`config.mk`:
```
export PLATFORM = sky130hd
export DESIGN_NAME = cla8_pipe_adder
export DESIGN_NICKNAME = d
export VERILOG_FILES = /design/src/rtl/cla_pkg.sv /design/src/rtl/cla4_group.sv /design/src/rtl/cla8_pipe_adder.sv
export SDC_FILE = /design/constraint.sdc
export NUM_CORES = 1
export LEC_CHECK = 0
export CORE_MARGIN = 10
export CORE_UTILIZATION = 25
export DETAILED_ROUTE_END_ITERATION = 10
export SYNTH_ARGS = -nofsm -noshare
export SYNTH_HDL_FRONTEND = slang
export SYNTH_SLANG_ARGS = --single-unit
export TNS_END_PERCENT = 30
```
`constraint.sdc`:
```
create_clock -name clk -period 1.58 [get_ports clk]
set_input_delay 0.237 -clock clk [delete_from_list [all_inputs] [get_ports clk]]
set_output_delay 0.237 -clock clk [all_outputs]
set_load 0.02 [all_outputs]
```
`src/rtl/cla_pkg.sv`:
```
// Shared definitions for the pipelined carry-lookahead adder.
//   CLA_WIDTH : operand width (two lookahead groups)
//   CLA_GROUP : bits per lookahead group
//   pg_t      : stage-1 register contents (per-bit propagate/generate + carry-in)
package cla_pkg;

  localparam int CLA_WIDTH = 8;
  localparam int CLA_GROUP = 4;

  typedef struct packed {
    logic [CLA_WIDTH-1:0] p;
    logic [CLA_WIDTH-1:0] g;
    logic                 cin;
  } pg_t;

endpackage

```
`src/rtl/cla4_group.sv`:
```
// Combinational 4-bit carry-lookahead group.
// Ports:
//   p[3:0], g[3:0] : per-bit propagate / generate
//   ci             : carry into bit 0 of the group
//   c[3:1]         : internal carries into bits 1..3
//   P, G           : group propagate / generate for chaining
module cla4_group
  import cla_pkg::*;
(
  input  logic [CLA_GROUP-1:0] p,
  input  logic [CLA_GROUP-1:0] g,
  input  logic                 ci,
  output logic [CLA_GROUP-1:1] c,
  output logic                 P,
  output logic                 G
);

  // Fully expanded lookahead terms: every carry is a two-level function of
  // p/g/ci, no ripple through neighbouring carries.
  assign c[1] = g[0] | (p[0] & ci);
  assign c[2] = g[1] | (p[1] & g[0]) | (p[1] & p[0] & ci);
  assign c[3] = g[2] | (p[2] & g[1]) | (p[2] & p[1] & g[0])
              | (p[2] & p[1] & p[0] & ci);

  assign P = &p;
  assign G = g[3] | (p[3] & g[2]) | (p[3] & p[2] & g[1])
           | (p[3] & p[2] & p[1] & g[0]);

endmodule

```
`src/rtl/cla8_pipe_adder.sv`:
```
// Two-stage pipelined 8-bit carry-lookahead adder with valid/ready on both
// sides. S1 registers per-bit p/g and cin; S2 resolves carries through two
// chained 4-bit lookahead groups and registers sum, carry-out and overflow.
// Ports:
//   clk, rst_n          : clock, synchronous active-low reset
//   in_valid/in_ready   : operand handshake (in_ready is combinational)
//   a, b, cin           : operands and carry-in
//   out_valid/out_ready : result handshake
//   sum, cout, ovf      : a+b+cin mod 256, carry out of bit 7, signed overflow
module cla8_pipe_adder
  import cla_pkg::*;
#(
  parameter int WIDTH = CLA_WIDTH
) (
  input  logic             clk,
  input  logic             rst_n,
  input  logic             in_valid,
  output logic             in_ready,
  input  logic [WIDTH-1:0] a,
  input  logic [WIDTH-1:0] b,
  input  logic             cin,
  output logic             out_valid,
  input  logic             out_ready,
  output logic [WIDTH-1:0] sum,
  output logic             cout,
  output logic             ovf
);

  localparam int NGRP = CLA_WIDTH / CLA_GROUP;

  pg_t                s1_reg;
  logic               s1_v;
  logic               s2_v;
  logic               s1_load;
  logic               s2_load;
  logic [CLA_WIDTH:0] carry;
  logic [NGRP:0]      grp_ci;

  // S1 may refill whenever it is empty or its beat is moving on to S2 in the
  // same edge; held low through reset so nothing is accepted then.
  assign in_ready  = rst_n && (!s1_v || !s2_v || out_ready);
  assign s1_load   = in_valid && in_ready;
  assign s2_load   = s1_v && (!s2_v || out_ready);
  assign out_valid = s2_v;

  // Group chaining: each group's carry-in comes from the previous group's
  // P/G, so c4 and c8 are single lookahead terms rather than a ripple.
  assign grp_ci[0] = s1_reg.cin;

  genvar gi;
  generate
    for (gi = 0; gi < NGRP; gi++) begin : g_grp
      logic                 grp_p;
      logic                 grp_g;
      logic [CLA_GROUP-1:1] grp_c;

      cla4_group u_grp (
        .p  (s1_reg.p[gi*CLA_GROUP +: CLA_GROUP]),
        .g  (s1_reg.g[gi*CLA_GROUP +: CLA_GROUP]),
        .ci (grp_ci[gi]),
        .c  (grp_c),
        .P  (grp_p),
        .G  (grp_g)
      );

      assign grp_ci[gi+1]                          = grp_g | (grp_p & grp_ci[gi]);
      assign carry[gi*CLA_GROUP]                   = grp_ci[gi];
      assign carry[gi*CLA_GROUP+1 +: CLA_GROUP-1]  = grp_c;
    end
  endgenerate

  assign carry[CLA_WIDTH] = grp_ci[NGRP];

  always_ff @(posedge clk) begin
    if (!rst_n) begin
      s1_reg <= '0;
      s1_v   <= 1'b0;
      s2_v   <= 1'b0;
      sum    <= '0;
      cout   <= 1'b0;
      ovf    <= 1'b0;
    end else begin
      if (s1_load) begin
        s1_reg <= {a ^ b, a & b, cin};
        s1_v   <= 1'b1;
      end else if (s2_load) begin
        s1_v   <= 1'b0;
      end

      if (s2_load) begin
        sum  <= s1_reg.p ^ carry[CLA_WIDTH-1:0];
        cout <= carry[CLA_WIDTH];
        // Signed overflow: carry into the sign bit differs from carry out.
        ovf  <= carry[CLA_WIDTH-1] ^ carry[CLA_WIDTH];
        s2_v <= 1'b1;
      end else if (out_ready) begin
        s2_v <= 1'b0;
      end
    end
  end

endmodule

```
==> results of run 1 <==
-- cells by family after synthesis --
| kind of cell | count (synthesis) |
|---|---|
| and+or+nand+nor | 69 |
| AOI/OAI and AO/OA | 50 |
| DFF | 29 |
| buffers and inverters | 13 |
| adders and majority gates | 10 |
| xor gates and xnor gates | 3 |
| muxes | 1 |
-- worst max-delay path, stage by stage, from the launching register on --
cell,delay [ns]
dfxtp_2,0.32
a211o_1,0.35
a21oi_2,0.18
o21bai_1,0.08
ha_2,0.18
nor2_2,0.10
xnor2_1,0.12
nand2_1,0.08
a21oi_2,0.11
-- layout by cell type (no fill, tap or decap), drive strengths merged, types with 2 or more instances in the layout --
cell | netlist | layout
clkdlybuf4s50 | 0 | 30
xnor2 | 3 | 3
dfxtp | 29 | 29
inv | 4 | 4
o21ai | 18 | 18
nor3 | 3 | 3
nand3 | 4 | 4
ha | 10 | 10
o21a | 2 | 2
a211oi | 2 | 2
a21o | 3 | 3
a21oi | 12 | 12
a211o | 4 | 4
and3 | 2 | 2
nor2 | 5 | 5
nand2 | 46 | 46
clkbuf | 9 | 7
o31ai | 2 | 2
buf | 0 | 17
-- worst max path at each step --
stage / to / slack (ns) / depth (start not counted)
after floorplan: sum[5]$_SDFFE_PN0P_ / 0.03 / 8
after global placement: in_ready / -0.20 / 4
after detailed placement: in_ready / -0.23 / 4
after CTS: sum[5]$_SDFFE_PN0P_ / -0.02 / 8
after global routing: sum[5]$_SDFFE_PN0P_ / -0.11 / 8
final: sum[5]$_SDFFE_PN0P_ / -0.01 / 8
-- final cells by class --
class                           instances  area (um^2)  share of cell area
Clock buffer                            7        86.33             0.04265
Inverter                                4        15.01            0.007417
Sequential cell                        29        581.8              0.2874
Tap cell                               72        90.09             0.04450
Multi-Input combinational cell        133        788.3              0.3894
Timing Repair Buffer                   49        462.9              0.2287
-- report_power, final --
part | switching (mW) | internal [mW]
Combinational | 0.154 | 0.174
Sequential | 0.0358 | 0.780
Clock | 0.268 | 0.345
-- metrics by stage --
step / power [mW] / std cells / TNS (ns) / area, um^2
floorplan: 0.9895 / 175 / 0 / 1409
global placement: 1.154 / 285 / -1.103 / 1911
detailed placement: 1.156 / 285 / -1.608 / 1911
CTS: 1.779 / 292 / -0.02268 / 1998
global route: 1.866 / 294 / -0.2196 / 2024
finish: 1.756 / 294 / -0.01213 / 2024
-- metal layers --
metal	GRT usage	vias up	routed length, um
met3	0.04282	6	280
li1	-	711	-
met5	0	-	0
met2	0.1402	32	1641
met1	0.1011	602	1674
met4	0.02993	0	43
-- timing repair --
item,in CTS,in global routing
endpoints found under the setup margin,2,5
hold buffers,0,0
pin swaps,1,4
resized for setup,2,5
buffers inserted,0,2
==> metrics.csv, run 1 <==
metric,value,unit
status,"finished, violations left",
violations,setup timing,
synth_seq_area_share,0.4132,
yosys.area_share.adder,0.08905,
synth_compound_area_frac,0.2226,
layout-drive-gt1-share,0.1396,
overflow,0,
worst_clock_skew,0.004113,ns
dp_hpwl,2749,um
yosys.area_share.simple,0.2146,
final.fill_count,596,
portBuffers,32,
path_max_fanout,4,
hp-class,flip-flop to flip-flop,
cts_sinks,29,
start_util,0.2567,
place.gp.congestion,0.7792,
clk_path_buf_depth,2,
syn_nets,206,
timing.rr.end,sum[5]$_SDFFE_PN0P_,
drt_pre_antenna_iters,4,
worstMarginPinSlew,0.3517,ns
holdPathEnd,sum[1]$_SDFFE_PN0P_,
p_per_area,867.5,nW/um^2
reg2reg_setup_slack,-0.01,ns
num_rows,27,
avgRoutedWirePerCell,12.38,um
vias,1351,
leakage,0.8236,nW
cts_tree,yes,
cp-end-kind,flip-flop,
pin_count,33,
synth_flop_cell,dfxtp_1,
synth_area_leaders,"dfxtp_1 (41%), nand2_1 (12%), ha_1 (8.9%)",
synth_cells,175,
rsz0062_at_grt,yes,
arrival,1.81,ns
synth_most_common_cell,nand2_1,
startpoint_type,flip-flop,
drtAntennaViolNets,0,
num-nets-final,253,
synthXorXnorAreaFrac,0.01870,
die-area,9019,um^2
syn_area,1405,um^2
post-route-util,0.3699,
largest_reg_flops,16,
max_freq,628.1,MHz
grt_first_pass_wirelength,6285,um
synth_top_family_by_area,compound AO/OA/AOI/OAI gates,
yosysTopAreaCell,dfxtp_1,
setup_viol,1,
drtIter0Drc,43,
die_h,94.97,um
yosysWarnings,0,
routed_wl,3639,um
ff2ff_path_depth,8,
synth-seq-cells,29,
hold_viol_final,0,
whs,0.4547,ns
cts.clk_slew.worst_paths,0.06,ns
antenna_found_initial,0,
slew_violations,0,
syn_to_final_growth,44.08,%
place_ws,-0.2320,ns
fp.dieW,94.97,um
synth.avg_cell_area,8.029,um^2
crit_start,carry[0]$_SDFFE_PN0P_,
grt_usage,0.08807,
insertedDiodeCount,0,
min_path_cells,2,
core_area,5473,um^2
vdd_drop_max,0.3876,mV
r2r_start,carry[0]$_SDFFE_PN0P_,
grt_max_degree,35,
synth_common_cells,"nand2_1 (46), dfxtp_1 (29), o21ai_0 (18)",
clockRootBuffer,clkbuf_8,
grt_pass1_vias,1376,
synth_edf_count,0,
netlist.area_leader.share,0.4132,
min_from,sum[1]$_SDFFE_PN0P_,
insertion_delay,0.28,ns
worst_slack,-0.01213,ns
layout_min_cycle_time,1.592,ns
synth_cell_type_count,36,
required,1.80,ns
synthMuxAreaShare,0.007124,
timing.final.crit_share,1.008,
crit_type,flip-flop to flip-flop,
max_cap_viol_count,0,
maxSlewHeadroom,0.7595,
cts_buffers,5,
htreeDepth,2,
drc,0,
viasPerCell,4.595,
async_reset_ff_frac,0,
Power figures use the tool's default switching activity.
==> run 2, diff against run 1 <==
Settings changed: ABC_AREA from default to 1.
Clock period 1.58 ns to 1.7 ns, I/O delays scaled along.
==> run 2 against run 1 <==
Effect of this change: non-clock buffer count fell by 9; largest power group unchanged; area after synthesis increased by 0.36%; critical endpoint is now in_ready; the run now ends clean; global-route usage decreased by 0.73 points; critical path depth down 2; hold slack better by 0.020 ns; via count fell by 2.9%.
==> metrics.csv, run 2 <==
metric,value,unit
status,finished clean,
cp-end-kind,output pin,
leakage,0.8363,nW
synth_flop_cell,dfxtp_1,
syn_area,1410,um^2
drt_pre_antenna_iters,4,
synth_most_common_cell,nand2_1,
synth_cell_type_count,22,
synthXorXnorAreaFrac,0.01242,
synth-seq-cells,29,
clk_path_buf_depth,2,
slew_violations,0,
layout-drive-gt1-share,0.07018,
critPathMostFrequentCell,nor2_1,
grt_pass1_vias,1321,
insertedDiodeCount,0,
drtAntennaViolNets,0,
cts_sinks,29,
drtIter0Drc,30,
total_power,1.624,mW
overflow,0,
whs,0.4745,ns
syn_to_final_growth,37.89,%
layout_commonest_cell,nand2_1,
timing.rr.end,sum[4]$_SDFFE_PN0P_,
viasPerCell,4.373,
routed_wl,3276,um
synth_common_cells,"nand2_1 (48), dfxtp_1 (29), inv_1 (23)",
num-nets-final,259,
yosysTopAreaCell,dfxtp_1,
critPathBufInv,3,
min_path_cells,2,
die_h,95.10,um
cts_tree,yes,
rsz0062_at_grt,no,
ff2ff_path_depth,7,
required,1.44,ns
worstMarginPinSlew,0.2331,ns
reg2reg_setup_slack,0.26,ns
path_delay_family,buffers and inverters,
synth_cells,187,
start_util,0.2561,
num_rows,27,
final_cell_mix,"nand2_1 (48), clkdlybuf4s50_1 (31), dfxtp_1 (29)",
p_per_area,835.5,nW/um^2
pin_count,33,
dp_hpwl,2558,um
syn_nets,218,
cts_buffers,5,
avgRoutedWirePerCell,10.92,um
clockRootBuffer,clkbuf_8,
grt_max_degree,35,
maxSlewHeadroom,0.8432,
hold_viol_final,0,
r2r_start,s1_reg[10]$_SDFFE_PN0P_,
max_cap_viol_count,0,
worst_clock_skew,0.003227,ns
portBuffers,32,
grt_first_pass_wirelength,5789,um
fp.dieW,95.10,um
synth_seq_area_share,0.4117,
insertion_delay,0.28,ns
synthMuxAreaShare,0,
yosys.area_share.adder,0.08873,
critPathMaxStageDelay,0.45,ns
vias,1312,
largest_reg_flops,16,
core_area,5507,um^2
place.gp.congestion,0.8989,
yosys.area_share.simple,0.2351,
timing.final.crit_share,0.8907,
antenna_found_initial,0,
setup_viol,0,
layout_min_cycle_time,1.514,ns
max_freq,660.4,MHz
synth_compound_area_frac,0.1526,
path_max_fanout,2,
arrival,1.26,ns
async_reset_ff_frac,0,
hp-class,flip-flop to flip-flop,
min_from,s1_reg[8]$_SDFFE_PN0P_,
synth_area_leaders,"dfxtp_1 (41%), nand2_1 (13%), ha_1 (8.9%)",
die-area,9044,um^2
cts.clk_slew.worst_paths,0.06,ns
synth.avg_cell_area,7.541,um^2
drc,0,
synth_top_family_by_area,simple AND/OR/NAND/NOR gates,
startpoint_type,input port,
synth_edf_count,0,
crit_path_cell_trace,"clkdlybuf4s50_1, inv_1, nand2_1, nor2_1, nor2_1, dlygate4sd2_1",
vdd_drop_max,0.2692,mV
htreeDepth,2,
crit_type,input port to output pin,
cp_slowest_cell,clkdlybuf4s50_1,
netlist.area_leader.share,0.4117,
yosysWarnings,0,
grt_usage,0.08080,
holdPathEnd,s1_reg[8]$_SDFFE_PN0P_,
[run 2: changes by cell type after synthesis, moves of 4 or more]
cell	change
a21oi_1	-4
clkbuf_1	-8
inv_1	+19
nand3_1	+7
nor2_1	+11
o21ai_0	-7
o31ai_1	+9
[run 2: kinds of logic (layout without fill, tap and decap cells)]
kind of cell,count (synthesis),count (layout)
flops,29,29
fa+ha+maj,10,10
xor+xnor,2,2
simple gates,79,79
buf+inv,31,72
compound gates,36,36
[run 2: worst max-delay path by stage]
stage                            start                   to  slack [ns]  cells after the start
6_report                     out_ready             in_ready        0.19                      6
5_1_grt        s1_reg[10]$_SDFFE_PN0P_  sum[4]$_SDFFE_PN0P_        0.03                      7
4_1_cts                      out_ready             in_ready        0.17                      6
3_5_place_dp                 out_ready             in_ready       -0.11                      6
3_3_place_gp                 out_ready             in_ready       -0.11                      6
2_1_floorplan   out_valid$_SDFFE_PN0P_    cout$_SDFFE_PN0P_        0.42                      6
[run 2: per-layer routing]
metal  vias to the layer above  wire length (um)  part of all wire  track usage
met4                         0                68             0.021      0.04115
met1                       584              1354              0.41      0.08235
met5                         -                 0                 0            0
met3                         8               235             0.072      0.03535
li1                        697                 -                 -            -
met2                        23              1618              0.49       0.1381
[run 2: layout make-up]
class	count	area, um^2
clock buffers	7	86.33
fillers	590	3562
inverters	25	93.84
multi-input cells	127	689.4
flip-flops and latches	29	580.6
well taps	72	90.09
repair buffers	40	404.1
[run 2: worst min-delay path, cell delays in order, from the launching register on]
cell and delay (ns):
dfxtp_1 0.31, inv_1 0.05, o31ai_1 0.06
[run 2: report_power, final]
group	internal [mW]	switching, mW
clock	0.320	0.239
sequential	0.730	0.0377
combinational	0.150	0.147
[run 2: per-stage QoR]
stage          cells  cell area, um^2  utilization  setup slack, ns  TNS, ns
6_report         300             1944       0.3531           0.1858        0
5_1_grt          300             1944       0.3531          0.03157        0
4_1_cts          300             1944       0.3531           0.1712        0
3_5_place_dp     293             1859       0.3377          -0.1069  -0.1085
3_3_place_gp     293             1859       0.3377          -0.1117  -0.1117
2_1_floorplan    187             1410            -           0.4226        0
[run 2: timing repair]
item	in CTS	in global routing
resized for setup	1	0
buffers inserted	0	0
endpoints found under the hold margin	0	0
hold buffers	0	0
setup endpoints to repair	1	0
==> run 3, diff against run 2 <==
Settings changed: DONT_BUFFER_PORTS from default to 1.
==> run 3 against run 2 <==
Effect of this change: final area fell by 19%; register-to-register slack improved by 0.02 ns; sequential cell count unchanged; sequential share of layout area is 7.2 points higher; via count fell by 11%; die area is the same; critical path depth is 2 higher; count of clock-buffer cells in the layout did not move; hold slack worse by 0.38 ns; critical path type is now flip-flop to flip-flop; largest power group unchanged.
==> metrics.csv, run 3 (synthesis results as in run 2) <==
metric,value,unit
status,finished clean,
place.gp.congestion,0.8328,
path_max_fanout,5,
layout_min_cycle_time,1.421,ns
place_ws,0.2632,ns
cts_resized,0,
overflow,0,
largest_reg_flops,16,
total_power,1.527,mW
max_freq,703.9,MHz
drtAntennaViolNets,0,
cp-end-kind,flip-flop,
htreeDepth,2,
p_per_area,973.9,nW/um^2
drc,0,
insertedDiodeCount,0,
arrival,1.58,ns
reg2reg_setup_slack,0.28,ns
post-route-util,0.2847,
routed_wl,3199,um
layout-drive-gt1-share,0.05263,
pin_count,33,
vdd_drop_max,0.3154,mV
core_area,5507,um^2
num_rows,27,
worst_slack,0.2794,ns
grt_pass1_vias,1158,
grt_usage,0.07836,
max_cap_viol_count,0,
clk_path_buf_depth,2,
viasPerCell,4.469,
min_from,in_valid,
top_layer_used,met4,
multi_input_area,689.4,um^2
die_h,95.10,um
worstMarginPinSlew,0.3994,ns
hold_viol_final,0,
timing.rr.end,sum[5]$_SDFFE_PN0P_,
postCtsHoldBufs,0,
final_cell_mix,"nand2_1 (48), dfxtp_1 (29), inv_1 (23)",
cts_tree,yes,
slew_violations,0,
dp_hpwl,2478,um
syn_to_final_growth,11.18,%
setup_viol,0,
hp-class,input port to flip-flop,
rsz0062_at_grt,no,
required,1.85,ns
avgRoutedWirePerCell,12.21,um
layout_commonest_cell,nand2_1,
cts.clk_slew.worst_paths,0.06,ns
final.fill_count,604,
crit_type,flip-flop to flip-flop,
holdPathEnd,s1_v$_SDFFE_PN0P_,
fin_cells,262,
fp.dieW,95.10,um
num-nets-final,221,
min_path_cells,2,
setup_tns,0,ns
cts_setup_buffers,0,
wl_met2,1519,um
dp.cells,255,
worst_clock_skew,0.002588,ns
grt_first_pass_wirelength,5382,um
regArea,580.6,um^2
cts_sinks,29,
start_util,0.2561,
grt_max_degree,35,
wl_met3,323,um
critPathMaxStageDelay,0.33,ns
r2r_start,s1_reg[1]$_SDFFE_PN0P_,
drt_pre_antenna_iters,4,
ff2ff_path_depth,8,
clockRootBuffer,clkbuf_8,
cp_slowest_cell,dfxtp_1,
maxSlewHeadroom,0.7321,
antenna_found_initial,0,
cts_buffers,5,
wl_met1,1305,um
startpoint_type,flip-flop,
vias,1171,
insertion_delay,0.28,ns
timing.final.crit_share,0.8357,
leakage,0.6815,nW
crit_path_cell_trace,"nor2_1, nand2_1, nand3_1, nand2_1, ha_1, nor2_1, xor2_1, a21oi_1",
die-area,9044,um^2
drtIter0Drc,35,
portBuffers,0,
[run 3: changes by cell type in the layout (fill, tap and decap cells not counted), sizes merged]
| cell | delta |
|---|---|
| buf | -6 |
| clkdlybuf4s50 | -31 |
| dlygate4sd2 | -1 |
[run 3: cell type report]
cell class,instances,area share
clock buffer,7,0.05507
inverter,25,0.05986
timing repair buffer,2,0.01756
sequential,29,0.3703
tap,72,0.05746
multi-input combinational,127,0.4397
[run 3: critical path: cells and delay by family (launching register included)]
family	cells	cell delay (ns)
DFF	1	0.33
adders and majority gates	1	0.22
and+or+nand+nor	5	0.50
AOI/OAI and AO/OA	1	0.08
xor gates and xnor gates	1	0.16
[run 3: power by group]
part / switching (mW) / total, mW / internal [mW] / leakage, nW
sequential: 0.0641 / 0.794 / 0.730 / 0.239
combinational: 0.102 / 0.170 / 0.0680 / 0.398
clock: 0.243 / 0.563 / 0.320 / 0.0443
[run 3: metrics by stage]
step,hold WS (ns),instance area [um^2]
after global routing,0.1091,1568
after detailed placement,0.3832,1481
final,0.09350,1568
after CTS,0.08383,1568
after floorplan,0.3738,1410
after global placement,0.3795,1481
[run 3: routing by layer]
| layer | vias up | GRT usage |
|---|---|---|
| li1 | 618 | - |
| met1 | 520 | 0.07818 |
| met2 | 26 | 0.1295 |
| met3 | 7 | 0.04713 |
| met4 | 0 | 0.03367 |
| met5 | - | 0 |
[run 3: worst max path at each step]
stage,from,to,depth (start not counted)
floorplan,out_valid$_SDFFE_PN0P_,cout$_SDFFE_PN0P_,6
global placement,s1_reg[10]$_SDFFE_PN0P_,sum[5]$_SDFFE_PN0P_,8
detailed placement,s1_reg[1]$_SDFFE_PN0P_,sum[5]$_SDFFE_PN0P_,8
CTS,s1_reg[1]$_SDFFE_PN0P_,sum[5]$_SDFFE_PN0P_,8
global route,s1_reg[10]$_SDFFE_PN0P_,sum[5]$_SDFFE_PN0P_,8
finish,s1_reg[1]$_SDFFE_PN0P_,sum[5]$_SDFFE_PN0P_,8
